$ cat src/rtl/dpram_port_arbiter.sv
// Two-channel valid/ready arbiter and sequencer in front of an 8x8 dual-port RAM.
// Optional collision counter built when COLLISION_COUNT_EN is defined.
module dpram_port_arbiter #(
  parameter int unsigned AW = 3,
  parameter int unsigned DW = 8
) (
  input  logic          clk,
  input  logic          rst,
  input  logic          req_a_valid,
  output logic          req_a_ready,
  input  logic          req_a_we,
  input  logic [AW-1:0] req_a_addr,
  input  logic [DW-1:0] req_a_wdata,
  output logic          rsp_a_valid,
  output logic [DW-1:0] rsp_a_rdata,
  input  logic          req_b_valid,
  output logic          req_b_ready,
  input  logic          req_b_we,
  input  logic [AW-1:0] req_b_addr,
  input  logic [DW-1:0] req_b_wdata,
  output logic          rsp_b_valid,
  output logic [DW-1:0] rsp_b_rdata,
  output logic [DW-1:0] a,
  output logic [DW-1:0] b,
  output logic          wra,
  output logic          wrb,
  output logic          rda,
  output logic          rdb,
  output logic [AW-1:0] addrs_a,
  output logic [AW-1:0] addrs_b,
  input  logic [DW-1:0] out_a,
  input  logic [DW-1:0] out_b,
  output logic [15:0]   coll_cnt
);

  logic          conflict, acc_a, acc_b;
  logic          prio_q, prio_d;
  logic          wra_q, wra_d, rda_q, rda_d, wrb_q, wrb_d, rdb_q, rdb_d;
  logic [AW-1:0] addrs_a_q, addrs_a_d, addrs_b_q, addrs_b_d;
  logic [DW-1:0] a_q, a_d, b_q, b_d;
  logic          rd_pend_a_q, rd_pend_a_d, rd_pend_b_q, rd_pend_b_d;
  logic          rsp_a_valid_q, rsp_a_valid_d, rsp_b_valid_q, rsp_b_valid_d;
  logic [DW-1:0] rsp_a_rdata_q, rsp_a_rdata_d, rsp_b_rdata_q, rsp_b_rdata_d;

  assign conflict = req_a_valid & req_b_valid & (req_a_addr == req_b_addr) &
                    (req_a_we | req_b_we);

  // Under conflict only the prioritised channel is ready; the loser wins next time.
  assign req_a_ready = ~rst & (~conflict | ~prio_q);
  assign req_b_ready = ~rst & (~conflict | prio_q);
  assign acc_a = req_a_valid & req_a_ready;
  assign acc_b = req_b_valid & req_b_ready;

  always_comb begin
    prio_d        = conflict ? ~prio_q : prio_q;
    wra_d         = acc_a & req_a_we;
    rda_d         = acc_a & ~req_a_we;
    wrb_d         = acc_b & req_b_we;
    rdb_d         = acc_b & ~req_b_we;
    addrs_a_d     = acc_a ? req_a_addr : addrs_a_q;
    addrs_b_d     = acc_b ? req_b_addr : addrs_b_q;
    a_d           = acc_a ? req_a_wdata : a_q;
    b_d           = acc_b ? req_b_wdata : b_q;
    // RAM samples the read at the edge after issue; data is captured one edge later.
    rd_pend_a_d   = rda_q;
    rd_pend_b_d   = rdb_q;
    rsp_a_valid_d = rd_pend_a_q;
    rsp_b_valid_d = rd_pend_b_q;
    rsp_a_rdata_d = rd_pend_a_q ? out_a : rsp_a_rdata_q;
    rsp_b_rdata_d = rd_pend_b_q ? out_b : rsp_b_rdata_q;
  end

  always_ff @(posedge clk or posedge rst) begin
    if (rst) begin
      prio_q        <= 1'b0;
      wra_q         <= 1'b0;
      rda_q         <= 1'b0;
      wrb_q         <= 1'b0;
      rdb_q         <= 1'b0;
      addrs_a_q     <= '0;
      addrs_b_q     <= '0;
      a_q           <= '0;
      b_q           <= '0;
      rd_pend_a_q   <= 1'b0;
      rd_pend_b_q   <= 1'b0;
      rsp_a_valid_q <= 1'b0;
      rsp_b_valid_q <= 1'b0;
      rsp_a_rdata_q <= '0;
      rsp_b_rdata_q <= '0;
    end else begin
      prio_q        <= prio_d;
      wra_q         <= wra_d;
      rda_q         <= rda_d;
      wrb_q         <= wrb_d;
      rdb_q         <= rdb_d;
      addrs_a_q     <= addrs_a_d;
      addrs_b_q     <= addrs_b_d;
      a_q           <= a_d;
      b_q           <= b_d;
      rd_pend_a_q   <= rd_pend_a_d;
      rd_pend_b_q   <= rd_pend_b_d;
      rsp_a_valid_q <= rsp_a_valid_d;
      rsp_b_valid_q <= rsp_b_valid_d;
      rsp_a_rdata_q <= rsp_a_rdata_d;
      rsp_b_rdata_q <= rsp_b_rdata_d;
    end
  end

`ifdef COLLISION_COUNT_EN
  logic [15:0] coll_cnt_q, coll_cnt_d;

  always_comb begin
    coll_cnt_d = coll_cnt_q;
    if (conflict && coll_cnt_q != 16'hFFFF) coll_cnt_d = coll_cnt_q + 16'd1;
  end

  always_ff @(posedge clk or posedge rst) begin
    if (rst) coll_cnt_q <= 16'h0000;
    else     coll_cnt_q <= coll_cnt_d;
  end

  assign coll_cnt = coll_cnt_q;
`else
  assign coll_cnt = 16'h0000;
`endif

  assign wra         = wra_q;
  assign rda         = rda_q;
  assign wrb         = wrb_q;
  assign rdb         = rdb_q;
  assign addrs_a     = addrs_a_q;
  assign addrs_b     = addrs_b_q;
  assign a           = a_q;
  assign b           = b_q;
  assign rsp_a_valid = rsp_a_valid_q;
  assign rsp_b_valid = rsp_b_valid_q;
  assign rsp_a_rdata = rsp_a_rdata_q;
  assign rsp_b_rdata = rsp_b_rdata_q;

endmodule
$ cat config.mk
export PLATFORM = sky130hd
export DESIGN_NAME = dpram_port_arbiter
export DESIGN_NICKNAME = d
export VERILOG_FILES = /design/src/rtl/dpram_port_arbiter.sv
export SDC_FILE = /design/constraint.sdc
export NUM_CORES = 1
export LEC_CHECK = 0
export ABC_AREA = 1
export CELL_PAD_IN_SITES_DETAIL_PLACEMENT = 1
export CELL_PAD_IN_SITES_GLOBAL_PLACEMENT = 1
export CORE_MARGIN = 5
export CORE_UTILIZATION = 29
export CTS_CLUSTER_DIAMETER = 100
export DETAILED_ROUTE_END_ITERATION = 7
export GPL_ROUTABILITY_DRIVEN = 1
export PLACE_DENSITY = 0.77
export SLEW_MARGIN = 15
export SYNTH_ARGS = -nofsm -noshare
export SYNTH_HDL_FRONTEND = slang
export SYNTH_SLANG_ARGS = --single-unit
$ cat constraint.sdc
create_clock -name clk -period 4.5 [get_ports clk]
set_input_delay 0.9 -clock clk [delete_from_list [all_inputs] [get_ports clk]]
set_output_delay 0.9 -clock clk [all_outputs]
set_load 0.01 [all_outputs]
======== Word-level counts from Yosys, hierarchy flattened ========
Cells that the tools add are included.
word-level totals
  logic and storage cells ................. 35
  output and inout bits ................... 62
  bits in registers ....................... 47
  input bits .............................. 44
operators by class
  bitwise operators ....................... 19
  eq/ne operators ......................... 1
operators with widths
  operator       count
  1-bit AND      11
  1-bit NOT      5
  3-bit == test  1
  1-bit OR       3

======== Longest topological paths before layout ========
  depth in word-level cells ............... 8
  gate-level depth with buffers ........... 9
  gate-level depth less buffers ........... 8

======== Worst setup path before layout ========
Ideal clock, no wire load.
  path type ............................... input -> output
  from .................................... in rst
  to ...................................... out req_a_ready
  cell stages on the path ................. 4
  path buffers ............................ 1
  slack ................................... 736 ps
  arrival time ............................ 2864 ps
  cells stage by stage .................... inv_2 -> buf_1 -> nand2_1 -> inv_1
on the way
  longest elaborated chain between the ends .. 2
RTL lines
  what                RTL line  RTL
  start: declaration  8         input logic rst,
  1-bit NOT           49        assign req_a_ready = ~rst & (~conflict | ~prio_q);
  1-bit AND           49
  end: declaration    10        output logic req_a_ready,
Every way passes these cells.

======== Final worst setup path ========
  from .................................... in req_b_valid
  to ...................................... out req_a_ready
on the way
  longest elaborated chain between the ends .. 6
RTL lines
  what                     RTL line  RTL
  start: declaration       16        input logic req_b_valid,
  1-bit AND (3 in series)  45        assign conflict = req_a_valid & req_b_valid & (req_a_addr == req_b_addr) &
  1-bit NOT                49
  1-bit OR                 49
  1-bit AND                49
Every way passes these cells.

==> insert_results.sql <==
INSERT INTO impl_metrics (metric_group, metric, value, unit) VALUES
('sta', 'worst_clock_skew_on_the_final_layout', '0.00399', 'ns'),
('sta', 'rsz0062_at_grt', 'no', ''),
('cells_and_area', 'syn_to_final_growth', '50.0', '%'),
('logic_synthesis', 'synth_largest_type_area_fraction', '57.7', '%'),
('cells_and_area', 'final_layout_size_suffix_gt1_share', '12.6', '%'),
('placement', 'dp_hpwl', '4040', 'microns'),
('clock_tree', 'cts.repair.resized', '0', ''),
('floorplanning', 'die_area', '8800', 'sq um'),
('clock_tree', 'clk_latency', '0.30', 'ns'),
('hold_path', 'holdCritStartpoint', 'rdb', ''),
('detailed_routing', 'remaining_drc_errors', '0', ''),
('sta', 'final_min_period_over_clock_period', '81.7', '%'),
('setup_path', 'cp_data_required_time', '3.60', 'ns'),
('placement', 'dp.cells', '374', ''),
('setup_path', 'crit_arrival', '2.78', 'ns'),
('pwr', 'peak_supply_drop', '0.116', 'mV'),
('detailed_routing', 'finalWirelength', '5280', 'microns'),
('sta', 'final_hold_viol_count', '0', ''),
('pwr', 'pwr-share-clk', '25.7', '%'),
('clock_tree', 'clockRootBuffer', 'clkbuf_8', ''),
('hold_path', 'worst_hold_path_type', 'reg -> reg', ''),
('flow_run', 'max_cap_violations', '0', ''),
('cells_and_area', 'finalNetCount', '329', ''),
('detailed_routing', 'drt_initial_violations', '51', ''),
('setup_path', 'rr_startpoint', 'prio_q', ''),
('cells_and_area', 'layout.cells.most_common', 'clkdlybuf4s50_1', ''),
('sta', 'max_clock_freq', '0.272', 'GHz'),
('clock_tree', 'maximum_count_of_clock_buffers_along_a_single_path', '2', ''),
('global_route', 'initial_antenna_violation_count', '0', ''),
('pwr', 'power-per-cell-area', '352', 'nW/um^2'),
('floorplanning', 'core_area', '6830', 'sq um'),
('sta', 'fin_setup_tns', '0', 'ns'),
('floorplanning', 'initial_utilization', '29.8', '%'),
('sta', 'finalCriticalPeriod', '3.68', 'ns'),
('global_route', 'grtUsageTotal', '12.2', '%'),
('detailed_routing', 'route.detailed.wl_per_inst', '13.8', 'microns'),
('setup_path', 'worst-setup-path-type', 'in -> out', ''),
('global_route', 'grt_pass1_wl', '8490', 'microns'),
('floorplanning', 'row_count', '30', ''),
('logic_synthesis', 'ys_warn_count', '0', ''),
('pwr', 'p_sw', '286', 'uW'),
('clock_tree', 'cts_buffers', '5', ''),
('placement', 'io_buffers', '89', ''),
('pwr', 'seqPwrFrac', '47.8', '%'),
('clock_tree', 'ctsHoldBuffers', '0', ''),
('detailed_routing', 'via_count', '1631', ''),
('logic_synthesis', 'synth_cells', '196', ''),
('floorplanning', 'fp.dieH', '93.8', 'microns'),
('logic_synthesis', 'syn_area', '2040', 'sq um'),
('pwr', 'share_comb_of_total_power', '26.5', '%'),
('floorplanning', 'boundaryPins', '106', ''),
('pwr', 'p_sw_share', '26.6', '%'),
('pwr', 'static-leakage-power', '1.43', 'nW'),
('global_route', 'gr-total-overflow', '0', ''),
('logic_synthesis', 'yosys_top_cell_by_area', 'dfrtp_1', ''),
('global_route', 'via_count_of_the_first_global_routing_pass', '1692', ''),
('outcome', 'status', 'finished, final reports clean', ''),
('setup_path', 'maximum_fanout_count_along_the_critical_path', '13', ''),
('detailed_routing', 'drt_pass1_iterations', '2', ''),
('placement', 'place_congestion', '0.666', ''),
('clock_tree', 'cts_htree_levels', '2', ''),
('global_route', 'largest_net_degree_at_the_start_of_global_routing', '41', ''),
('cells_and_area', 'postLayoutCellArea', '3060', 'sq um'),
('sta', 'slew_violations', '0', ''),
('setup_path', 'start_kind', 'input port', ''),
('logic_synthesis', 'average_cell_area_after_synthesis', '10.4', 'sq um'),
('cells_and_area', 'layout_common_cells', '89 x clkdlybuf4s50_1, 60 x nand2_1, 47 x dfrtp_1', ''),
('cells_and_area', 'fin_cells', '382', ''),
('clock_tree', 'cts_sinks', '47', ''),
('logic_synthesis', 'cell_variety_after_synth', '19', ''),
('placement', 'postPlaceCellArea', '2960', 'sq um');
==> power by group through the flow <==
stage,Sequential (mW),Clock (mW),Combinational [mW]
floorplan,0.546,0,0.0980
global placement,0.520,0,0.284
detailed placement,0.523,0,0.291
CTS,0.515,0.288,0.291
global route,0.523,0.306,0.308
finish,0.513,0.277,0.285
==> synthesized netlist by cell type <==
cell type / number
buf_1: 3
buf_2: 2
buf_4: 16
buf_6: 1
buf_8: 1
clkbuf_1: 3
conb_1: 1
dfrtp_1: 47
inv_1: 11
inv_2: 2
mux2_2: 16
nand2_1: 60
nand2_2: 1
nand3_2: 3
nand3_4: 1
nand4_1: 22
nor2_1: 4
nor2_2: 1
nor2_4: 1
==> worst paths after layout <==
check | end | slack, ns | cells after the start
max | req_a_ready | 0.82 | 10
min | rd_pend_b_q | 0.38 | 0
max reg2reg | b[4] | 3.28 | 5
min reg2reg | rd_pend_b_q | 0.38 | 0
max in group asynchronous | rsp_b_rdata[1] | 3.08 | 3
min in group asynchronous | addrs_b[1] | 1.05 | 3
==> layout make-up <==
| class | instances | area, sq um |
|---|---|---|
| clock buffers | 8 | 100 |
| fillers | 808 | 3780 |
| inverters | 13 | 48.8 |
| multi-input cells | 125 | 689 |
| flip-flops and latches | 47 | 1180 |
| well taps | 96 | 120 |
| repair buffers | 93 | 921 |
==> state kept, by name (all words and copies together) (netlist names), 3 cells and up <==
register     count
addrs_b          3
addrs_a          3
a                8
rsp_b_rdata      8
b                8
rsp_a_rdata      8
==> logic make-up (layout without fill, tap and decap cells) <==
group | count (synthesis) | after routing | share of synthesized area, %
AND/OR/NAND/NOR | 93 | 93 | 22.1
flip-flops | 47 | 47 | 57.7
other | 1 | 16 | 0.184
multiplexers | 16 | 16 | 8.85
buffers and inverters | 39 | 114 | 11.2
==> per-stage QoR <==
step                hold WS (ns)  util (%)  worst slack, ns
detailed placement         0.364      43.3            0.802
global placement           0.357      43.3            0.818
floorplan                  0.352         -            0.736
CTS                        0.384      44.7            0.802
finish                     0.380      44.7            0.823
global route               0.387      44.7            0.699
==> layer usage <==
metal  track usage [%]  up-vias  part of all wire (%)
met4              3.97        0                   1.2
li1                  -      782                     -
met1              14.7      773                    45
met3              3.69        7                   6.9
met2              20.6       69                    47
met5                 0        -                     0
==> worst max-delay path: stages <==
cell,delay (ns)
clkdlybuf4s50_1,0.45
buf_4,0.20
nand2_1,0.07
inv_1,0.06
nand2_2,0.06
nor2_4,0.13
nand3_2,0.26
nand2_1,0.13
inv_1,0.04
clkdlybuf4s50_1,0.46
Power figures use the tool's default switching activity.
